[src/rtl/pulse_scheduler_if.sv]
// Request/grant bundle between a set of delayed-strobe requesters and the
// shared pulse scheduler. The master side is the requester pool. The slave
// side is the scheduler itself.
interface pulse_scheduler_if #(
  parameter int N_REQ   = 4,
  parameter int DELAY_W = 8
);
  localparam int OWNER_W = (N_REQ > 1) ? $clog2(N_REQ) : 1;

  logic [N_REQ-1:0]         req;
  logic [N_REQ*DELAY_W-1:0] delay;
  logic                     abort;
  logic [N_REQ-1:0]         gnt;
  logic [N_REQ-1:0]         pulse;
  logic                     busy;
  logic [OWNER_W-1:0]       owner;

  modport master (
    output req, delay, abort,
    input  gnt, pulse, busy, owner
  );

  modport slave (
    input  req, delay, abort,
    output gnt, pulse, busy, owner
  );
endinterface

[src/rtl/pulse_scheduler.sv]
// Shared programmable delay timer. Requesters are granted one at a time in
// round-robin order. The granted requester's delay is counted down, and a
// one-cycle pulse is returned on that requester's own line.
module pulse_scheduler #(
  parameter int N_REQ   = 4,
  parameter int DELAY_W = 8
) (
  input  logic             clk,
  input  logic             rst_n,
  pulse_scheduler_if.slave bus
);
  localparam int OWNER_W = (N_REQ > 1) ? $clog2(N_REQ) : 1;
  // The pointer starts on the last index, so requester 0 is first in line after reset.
  localparam logic [OWNER_W-1:0] PTR_RESET = OWNER_W'(N_REQ - 1);

  typedef enum logic [0:0] {
    IDLE  = 1'b0,
    COUNT = 1'b1
  } state_t;

  state_t             state_reg, state_next;
  logic [DELAY_W-1:0] count_reg, count_next;
  logic [OWNER_W-1:0] ptr_reg, ptr_next;
  logic [OWNER_W-1:0] owner_reg, owner_next;
  logic [N_REQ-1:0]   gnt_reg, gnt_next;
  logic [N_REQ-1:0]   pulse_reg, pulse_next;
  logic               busy_reg, busy_next;

  // Arbitration helpers
  logic [N_REQ-1:0]   above_ptr;
  logic [N_REQ-1:0]   req_hi;
  logic [N_REQ-1:0]   win_onehot;
  logic [N_REQ-1:0]   owner_onehot;
  logic [DELAY_W-1:0] delay_arr [N_REQ];
  logic [OWNER_W-1:0] hi_idx, lo_idx, win_idx;
  logic               hi_any, win_valid, grant;
  logic [DELAY_W-1:0] win_delay;

  // Per-requester slices. These are the mask of indices strictly above the
  // pointer, the unpacked delay fields, and one-hot decodes of the winner
  // and the owner.
  generate
    for (genvar gi = 0; gi < N_REQ; gi++) begin : g_req
      assign above_ptr[gi]    = (OWNER_W'(gi) > ptr_reg);
      assign delay_arr[gi]    = bus.delay[gi*DELAY_W +: DELAY_W];
      assign win_onehot[gi]   = (win_idx == OWNER_W'(gi));
      assign owner_onehot[gi] = (owner_reg == OWNER_W'(gi));
    end
  endgenerate

  // Round robin works in two steps. It first picks the lowest requester
  // above the pointer. If there is none, it wraps and picks the lowest
  // requester overall.
  assign req_hi    = bus.req & above_ptr;
  assign hi_any    = |req_hi;
  assign win_valid = |bus.req;

  // Lowest set bit of the upper and the full request vectors
  always_comb begin
    hi_idx = '0;
    lo_idx = '0;
    for (int i = N_REQ - 1; i >= 0; i--) begin
      if (req_hi[i]) begin
        hi_idx = OWNER_W'(i);
      end
      if (bus.req[i]) begin
        lo_idx = OWNER_W'(i);
      end
    end
  end

  assign win_idx   = hi_any ? hi_idx : lo_idx;
  assign win_delay = delay_arr[win_idx];

  // Next-state and registered-output decode
  always_comb begin
    state_next = state_reg;
    count_next = count_reg;
    ptr_next   = ptr_reg;
    owner_next = owner_reg;
    gnt_next   = '0;
    pulse_next = '0;
    busy_next  = busy_reg;
    grant      = 1'b0;

    case (state_reg)
      IDLE: begin
        // An idle cycle ends any outstanding grant, including a pulse cycle.
        // Abort has no meaning here.
        busy_next = 1'b0;
        grant     = win_valid;
      end
      COUNT: begin
        if (bus.abort) begin
          // Abort takes priority over expiry. The timer is released at once,
          // so a waiting requester can be granted in the very next cycle.
          busy_next  = 1'b0;
          state_next = IDLE;
          grant      = win_valid;
        end else if (count_reg == '0) begin
          pulse_next = owner_onehot;
          busy_next  = 1'b1;
          state_next = IDLE;
        end else begin
          count_next = count_reg - 1'b1;
        end
      end
      default: begin
        state_next = IDLE;
        busy_next  = 1'b0;
      end
    endcase

    if (grant) begin
      gnt_next   = win_onehot;
      owner_next = win_idx;
      ptr_next   = win_idx;
      count_next = win_delay;
      busy_next  = 1'b1;
      state_next = COUNT;
    end
  end

  // State, counter and output registers with synchronous active-low reset
  always_ff @(posedge clk) begin
    if (!rst_n) begin
      state_reg <= IDLE;
      count_reg <= '0;
      ptr_reg   <= PTR_RESET;
      owner_reg <= '0;
      gnt_reg   <= '0;
      pulse_reg <= '0;
      busy_reg  <= 1'b0;
    end else begin
      state_reg <= state_next;
      count_reg <= count_next;
      ptr_reg   <= ptr_next;
      owner_reg <= owner_next;
      gnt_reg   <= gnt_next;
      pulse_reg <= pulse_next;
      busy_reg  <= busy_next;
    end
  end

  assign bus.gnt   = gnt_reg;
  assign bus.pulse = pulse_reg;
  assign bus.busy  = busy_reg;
  assign bus.owner = owner_reg;

endmodule

[src/flat_wrapper.sv]
// flat-port wrapper written by rule: the top's interface ports become plain ports
module pulse_scheduler_flat 
#(
  parameter int N_REQ   = 4,
  parameter int DELAY_W = 8
)
  (clk, rst_n, bus_req, bus_delay, bus_abort, bus_gnt, bus_pulse, bus_busy, bus_owner);
  pulse_scheduler_if #(.N_REQ(N_REQ), .DELAY_W(DELAY_W)) bus_i ();
  input  logic clk;
  input  logic rst_n;
  input wire logic [$bits(bus_i.req)-1:0] bus_req;
  input wire logic [$bits(bus_i.delay)-1:0] bus_delay;
  input wire logic [$bits(bus_i.abort)-1:0] bus_abort;
  output wire logic [$bits(bus_i.gnt)-1:0] bus_gnt;
  output wire logic [$bits(bus_i.pulse)-1:0] bus_pulse;
  output wire logic [$bits(bus_i.busy)-1:0] bus_busy;
  output wire logic [$bits(bus_i.owner)-1:0] bus_owner;
  assign bus_i.req = bus_req;
  assign bus_i.delay = bus_delay;
  assign bus_i.abort = bus_abort;
  assign bus_gnt = bus_i.gnt;
  assign bus_pulse = bus_i.pulse;
  assign bus_busy = bus_i.busy;
  assign bus_owner = bus_i.owner;
  pulse_scheduler #(.N_REQ(N_REQ), .DELAY_W(DELAY_W)) u_core (.clk(clk), .rst_n(rst_n), .bus(bus_i));
endmodule
[config.mk]
export PLATFORM = sky130hd
export DESIGN_NAME = pulse_scheduler_flat
export DESIGN_NICKNAME = d
export VERILOG_FILES = /design/src/rtl/pulse_scheduler_if.sv /design/src/rtl/pulse_scheduler.sv /design/src/flat_wrapper.sv
export SDC_FILE = /design/constraint.sdc
export NUM_CORES = 1
export LEC_CHECK = 0
export ABC_AREA = 1
export CORE_MARGIN = 10
export CORE_UTILIZATION = 40
export CTS_CLUSTER_DIAMETER = 50
export DETAILED_ROUTE_END_ITERATION = 10
export PLACE_DENSITY_LB_ADDON = 0.15
export SLEW_MARGIN = 20
export SYNTH_ARGS = -nofsm -noshare
export SYNTH_HDL_FRONTEND = slang
export SYNTH_SLANG_ARGS = --single-unit
[constraint.sdc]
create_clock -name clk -period 2.2 [get_ports clk]
set_input_delay 0.44 -clock clk [delete_from_list [all_inputs] [get_ports clk]]
set_output_delay 0.44 -clock clk [all_outputs]
set_load 0.005 [all_outputs]
==> impl_metrics.ini, run 1 <==
[run_status]
status = finished, final reports clean

[synth]
synth_flop_cell = dfxtp_1
syn_nets = 253
syn_area_sq_um = 1320
synth_cell_types = 28
yosysTopAreaCellShare_pct = 33.5
yosysWarnings = 0
avgSynthCellArea_sq_um = 6.21
synthCells = 212
synth.top_cells.by_area = dfxtp_1 (33%), nand2_1 (23%), nand3_1 (7.2%)
yosysTopAreaCell = dfxtp_1
ys_seq_elements = 22
synth_edf_count = 0
synthArstFlopShare_pct = 0
ys_seq_area_share_pct = 33.5

[floorplanning]
die_width_um = 77.4
pin_count = 50
start_util_pct = 42.4
dieArea_sq_um = 5990
core_area_sq_um = 3100
die_h_um = 77.4
placementRows = 20

[global_routing]
antenna_found_initial = 0
grt_pass1_wl_um = 6470
grt_pass1_vias = 1447
grt_max_degree = 16
grt_usage_pct = 12.5
grt_overflow_total = 0

[job]
maxCapViolCount = 0

[placement]
io_buffers = 49
gp_congestion = 0.819
preCtsSetupSlack_ps = 50.6
hpwlAfterDp_um = 3090

[sta]
setup_tns_ps = 0
timing.final.ws_setup_ps = 369
period_share_pct = 83.2
slew_headroom_pct = 79.0
skew_ps = 5.86
setup_violations = 0
slew_violations = 0
max_freq_mhz = 546
fin_crit_ps = 1830
tightestPinTransition_ps = 316
grt_setup_unrepaired = false
hold_violations = 0

[clock_network]
cts_tree = built
cts_max_level = 1
clk_latency_ps = 320
clk_pin_slew_ps = 120
hold_buffers = 0
clockRootBuffer = clkbuf_4
ctsResizeCount = 0
cts_max_path_buffers = 2
cts_made_buffers = 3
cts_sinks = 22
cts_setup_buffers = 0

[worst_setup_path]
end_kind = register
path_max_fanout = 15
crit_path_start_kind = primary input
critPathArrivalTime_ps = 2090
path_class = in2reg
required_ps = 2460

[drt]
wl_per_cell_um = 11.9
drt_iter0_drc = 86
routed_wl_um = 3700
detail-route-antenna-nets = 0
drtPass1Iterations = 4
drc = 0
num_vias = 1515
viasPerCell = 4.86

[min_path]
hp-class = reg2reg

[finish]
final_util_pct = 62.5
nNetsFinal = 310
area_growth_pct = 47.3
multi_input_area_sq_um = 773
largest_reg_flops = 8
n_antenna_cell = 0
final-seq-area_sq_um = 440
layout-drive-gt1-share_pct = 9.33
n_fill_cell = 321

[power_and_ir_drop]
p_per_area_nw_per_um2 = 649
leakage_nw = 0.883
peakVddDrop_mv = 0.368
-- critical path: stages --
cell,delay [ps]
clkdlybuf4s50_1,540
nor2_1,70
o21bai_1,220
nand2_4,130
nand2_4,150
inv_2,100
nor2_1,160
nand2_1,80
nand3_1,80
nor2_1,50
nor2_1,90
-- final timing paths --
| kind | slack, ps | cells after the start | start | endpoint |
|---|---|---|---|---|
| max | 370 | 11 | bus_req[2] | u_core.count_reg[7]$_SDFFE_PN0P_ |
| min | 480 | 2 | u_core.count_reg[1]$_SDFFE_PN0P_ | u_core.count_reg[1]$_SDFFE_PN0P_ |
| max reg2reg | 540 | 11 | u_core.count_reg[3]$_SDFFE_PN0P_ | u_core.count_reg[0]$_SDFFE_PN0P_ |
| min reg2reg | 480 | 2 | u_core.count_reg[1]$_SDFFE_PN0P_ | u_core.count_reg[1]$_SDFFE_PN0P_ |
-- cells in the mapped netlist, drive strengths merged (2+ instances only) --
library cell	count
nand2	84
nor2	27
dfxtp	22
inv	21
nand3	20
a21oi	8
o21ai	8
nor3	6
o211ai	3
buf	2
ha	2
nand4	2
xnor2	2
-- area by class of cell --
cell class	count	share of cell area, %
Inverter	22	4.26
Timing Repair Buffer	55	27.6
Clock inverter	1	1.55
Tap cell	44	2.84
Clock buffer	3	1.16
Multi-Input combinational cell	165	39.9
Sequential cell	22	22.7
-- per-stage QoR --
step | cell area (sq um) | power [W] | std cells | hold slack (ps)
2_1_floorplan | 1320 | 0.000784 | 212 | 443
3_5_place_dp | 1890 | 0.000952 | 308 | 463
5_1_grt | 1940 | 0.00136 | 312 | 506
6_report | 1940 | 0.00126 | 312 | 481
4_1_cts | 1940 | 0.00127 | 312 | 481
3_3_place_gp | 1890 | 0.000950 | 308 | 452
-- cells in the final DEF, fill, tap and decap left out, types with 2 or more instances in the layout --
cell type / netlist / routed
o211ai_1: 3 / 3
clkbuf_4: 0 / 3
buf_4: 0 / 6
nand2_1: 81 / 81
o21ai_1: 2 / 2
nor3_1: 5 / 5
inv_2: 6 / 6
clkdlybuf4s50_1: 0 / 49
nor2_1: 24 / 24
xnor2_1: 2 / 2
o21ai_0: 5 / 5
nand2_4: 2 / 2
nand4_1: 2 / 2
ha_1: 2 / 2
dfxtp_1: 22 / 22
nand3_1: 19 / 19
nor2_2: 2 / 2
inv_1: 15 / 15
a21oi_1: 8 / 8
-- where the power goes --
group          switching, W  total [W]  leakage (nW)  internal [W]
logic              0.000256   0.000471         0.673      0.000215
registers         0.0000312   0.000473         0.181      0.000442
clock network      0.000131   0.000315        0.0279      0.000184
-- per-layer routing --
metal,global-route usage (%),vias to the layer above,routed length [um]
li1,-,790,-
met1,14.3,672,1630
met2,21.7,47,1770
met3,4.15,6,240
met4,3.47,0,59
met5,0,-,0
-- logic make-up after synthesis --
| group | count (synthesis) | share of synthesized area [%] |
|---|---|---|
| compound gates | 21 | 9.32 |
| xor+xnor | 3 | 2.00 |
| fa+ha+maj | 2 | 1.90 |
| flops | 22 | 33.5 |
| simple gates | 139 | 45.5 |
| buf+inv | 25 | 7.79 |
Power figures use the tool's default switching activity.
==> run 2: changes to the inputs <==
Clock period 2.2 ns to 1.7 ns, I/O delays scaled along.
==> impl_metrics.ini, run 2 (synthesis gave the netlist of run 1 again) <==
[drt]
viasPerCell = 4.64
detail-route-antenna-nets = 0
routed_wl_um = 3840
drc = 0
wl_per_cell_um = 11.7
drtPass1Iterations = 4
num_vias = 1523
drt_iter0_drc = 115

[floorplanning]
die_h_um = 77.4
pin_count = 50
dieArea_sq_um = 5990
start_util_pct = 42.4
placementRows = 20
die_width_um = 77.4
core_area_sq_um = 3100

[sta]
max_freq_mhz = 620
slew_headroom_pct = 81.4
grt_setup_unrepaired = false
hold_violations = 0
setup_violations = 0
tightestPinTransition_ps = 277
setup_tns_ps = 0
fin_crit_ps = 1610
skew_ps = 10.9
slew_violations = 0
timing.final.ws_setup_ps = 87.2
period_share_pct = 94.9

[min_path]
hp-class = reg2reg

[finish]
final-instance-count-excl-fill = 328
area_growth_pct = 61.5
post-route-cell-area_sq_um = 2130
largest_reg_flops = 8
nNetsFinal = 326
layout-drive-gt1-share_pct = 16.5
n_antenna_cell = 0
layout_commonest_cell = nand2_1
layout_common_cells = nand2_1 (80), clkdlybuf4s50_1 (48), dfxtp_1 (22)

[clock_network]
hold_buffers = 0
cts_setup_buffers = 0
cts_sinks = 22
ctsResizeCount = 0
clk_latency_ps = 320
cts_max_level = 1
cts_max_path_buffers = 2
cts_made_buffers = 3
cts_tree = built
clk_pin_slew_ps = 130
clockRootBuffer = clkbuf_4

[worst_setup_path]
path_buf_inv = 1
crit_path_top_delay_cell = clkdlybuf4s50_1
path_max_fanout = 5
path_class = reg2out
end_kind = primary output
required_ps = 1360
slowest_delay_ps = 530
rrSetupSlack_ps = 200
cp_top_family = buffers and inverters
crit_path_start_kind = register
crit_path_cell_trace = clkdlybuf4s50_1
critPathArrivalTime_ps = 1270

[global_routing]
antenna_found_initial = 0
grt_usage_pct = 12.9
grt_pass1_vias = 1495
grt_max_degree = 15
grt_overflow_total = 0
grt_pass1_wl_um = 6560

[power_and_ir_drop]
combPwrFrac_pct = 41.7
clockPowerShare_pct = 23.3
sw_frac_of_total_pct = 32.8
leakage_nw = 0.984
p_per_area_nw_per_um2 = 820
p_sw_w = 0.000571
peakVddDrop_mv = 0.695
internal_power_w = 0.00117
power_frac_seq_pct = 35.0

[placement]
preCtsSetupSlack_ps = -300
io_buffers = 49
gp_congestion = 0.799
dp.cells = 323
hpwlAfterDp_um = 3200
placed_cell_area_sq_um = 2040

[job]
maxCapViolCount = 0

[run_status]
status = finished, final reports clean
## run 2: cell types whose count changed in the layout (fill, tap and decap cells not counted), moves of 3 or more
cell | before | now
buf_12 | 0 | 3
buf_4 | 6 | 18
nor2_2 | 2 | 7
nor2_1 | 24 | 20
## run 2: cell type report
type / count / area, sq um
multi-input combinational: 166 / 805
timing repair buffer: 70 / 688
clock inverter: 1 / 30.0
sequential: 22 / 440
tap: 44 / 55.1
fill: 316 / 977
inverter: 22 / 85.1
clock buffer: 3 / 22.5
## run 2: path summary, 6_finish.rpt
path / cells after the start / to / start
worst max-delay path: 1 / bus_owner[1] / u_core.bus.owner[1]$_SDFFE_PN0P_
worst min-delay path: 2 / u_core.count_reg[1]$_SDFFE_PN0P_ / u_core.count_reg[1]$_SDFFE_PN0P_
worst max register to register: 12 / u_core.count_reg[7]$_SDFFE_PN0P_ / u_core.ptr_reg[1]$_SDFFE_PN1P_
worst min register to register: 2 / u_core.count_reg[1]$_SDFFE_PN0P_ / u_core.count_reg[1]$_SDFFE_PN0P_
## run 2: power by group through the flow
stage / combinational, W / sequential (W) / clock (W)
5_1_grt: 0.000823 / 0.000619 / 0.000433
3_5_place_dp: 0.000703 / 0.000622 / 0
2_1_floorplan: 0.000397 / 0.000618 / 0
3_3_place_gp: 0.000697 / 0.000622 / 0
6_report: 0.000726 / 0.000610 / 0.000406
4_1_cts: 0.000708 / 0.000610 / 0.000410
## run 2: per-layer routing
layer	wire length [um]	up-vias	global-route usage, %	part of all wire [%]
li1	-	820	-	-
met1	1640	657	13.9	43
met2	1940	41	23.6	50
met3	236	5	4.72	6.1
met4	31	0	2.74	0.81
met5	0	-	0	0
## run 2: metrics by stage
| step | hold slack (ps) | utilization (%) | power, W |
|---|---|---|---|
| finish | 471 | 68.5 | 0.00174 |
| global route | 490 | 68.5 | 0.00187 |
| CTS | 472 | 67.3 | 0.00173 |
| detailed placement | 453 | 65.6 | 0.00132 |
| global placement | 451 | 65.6 | 0.00132 |
| floorplan | 443 | - | 0.00102 |
## run 2: worst reg2reg max path, delay by kind of cell (launching register included)
family	cells	cell delay, ps
flip-flops	1	410
buffers and inverters	2	140
AND/OR/NAND/NOR	10	910
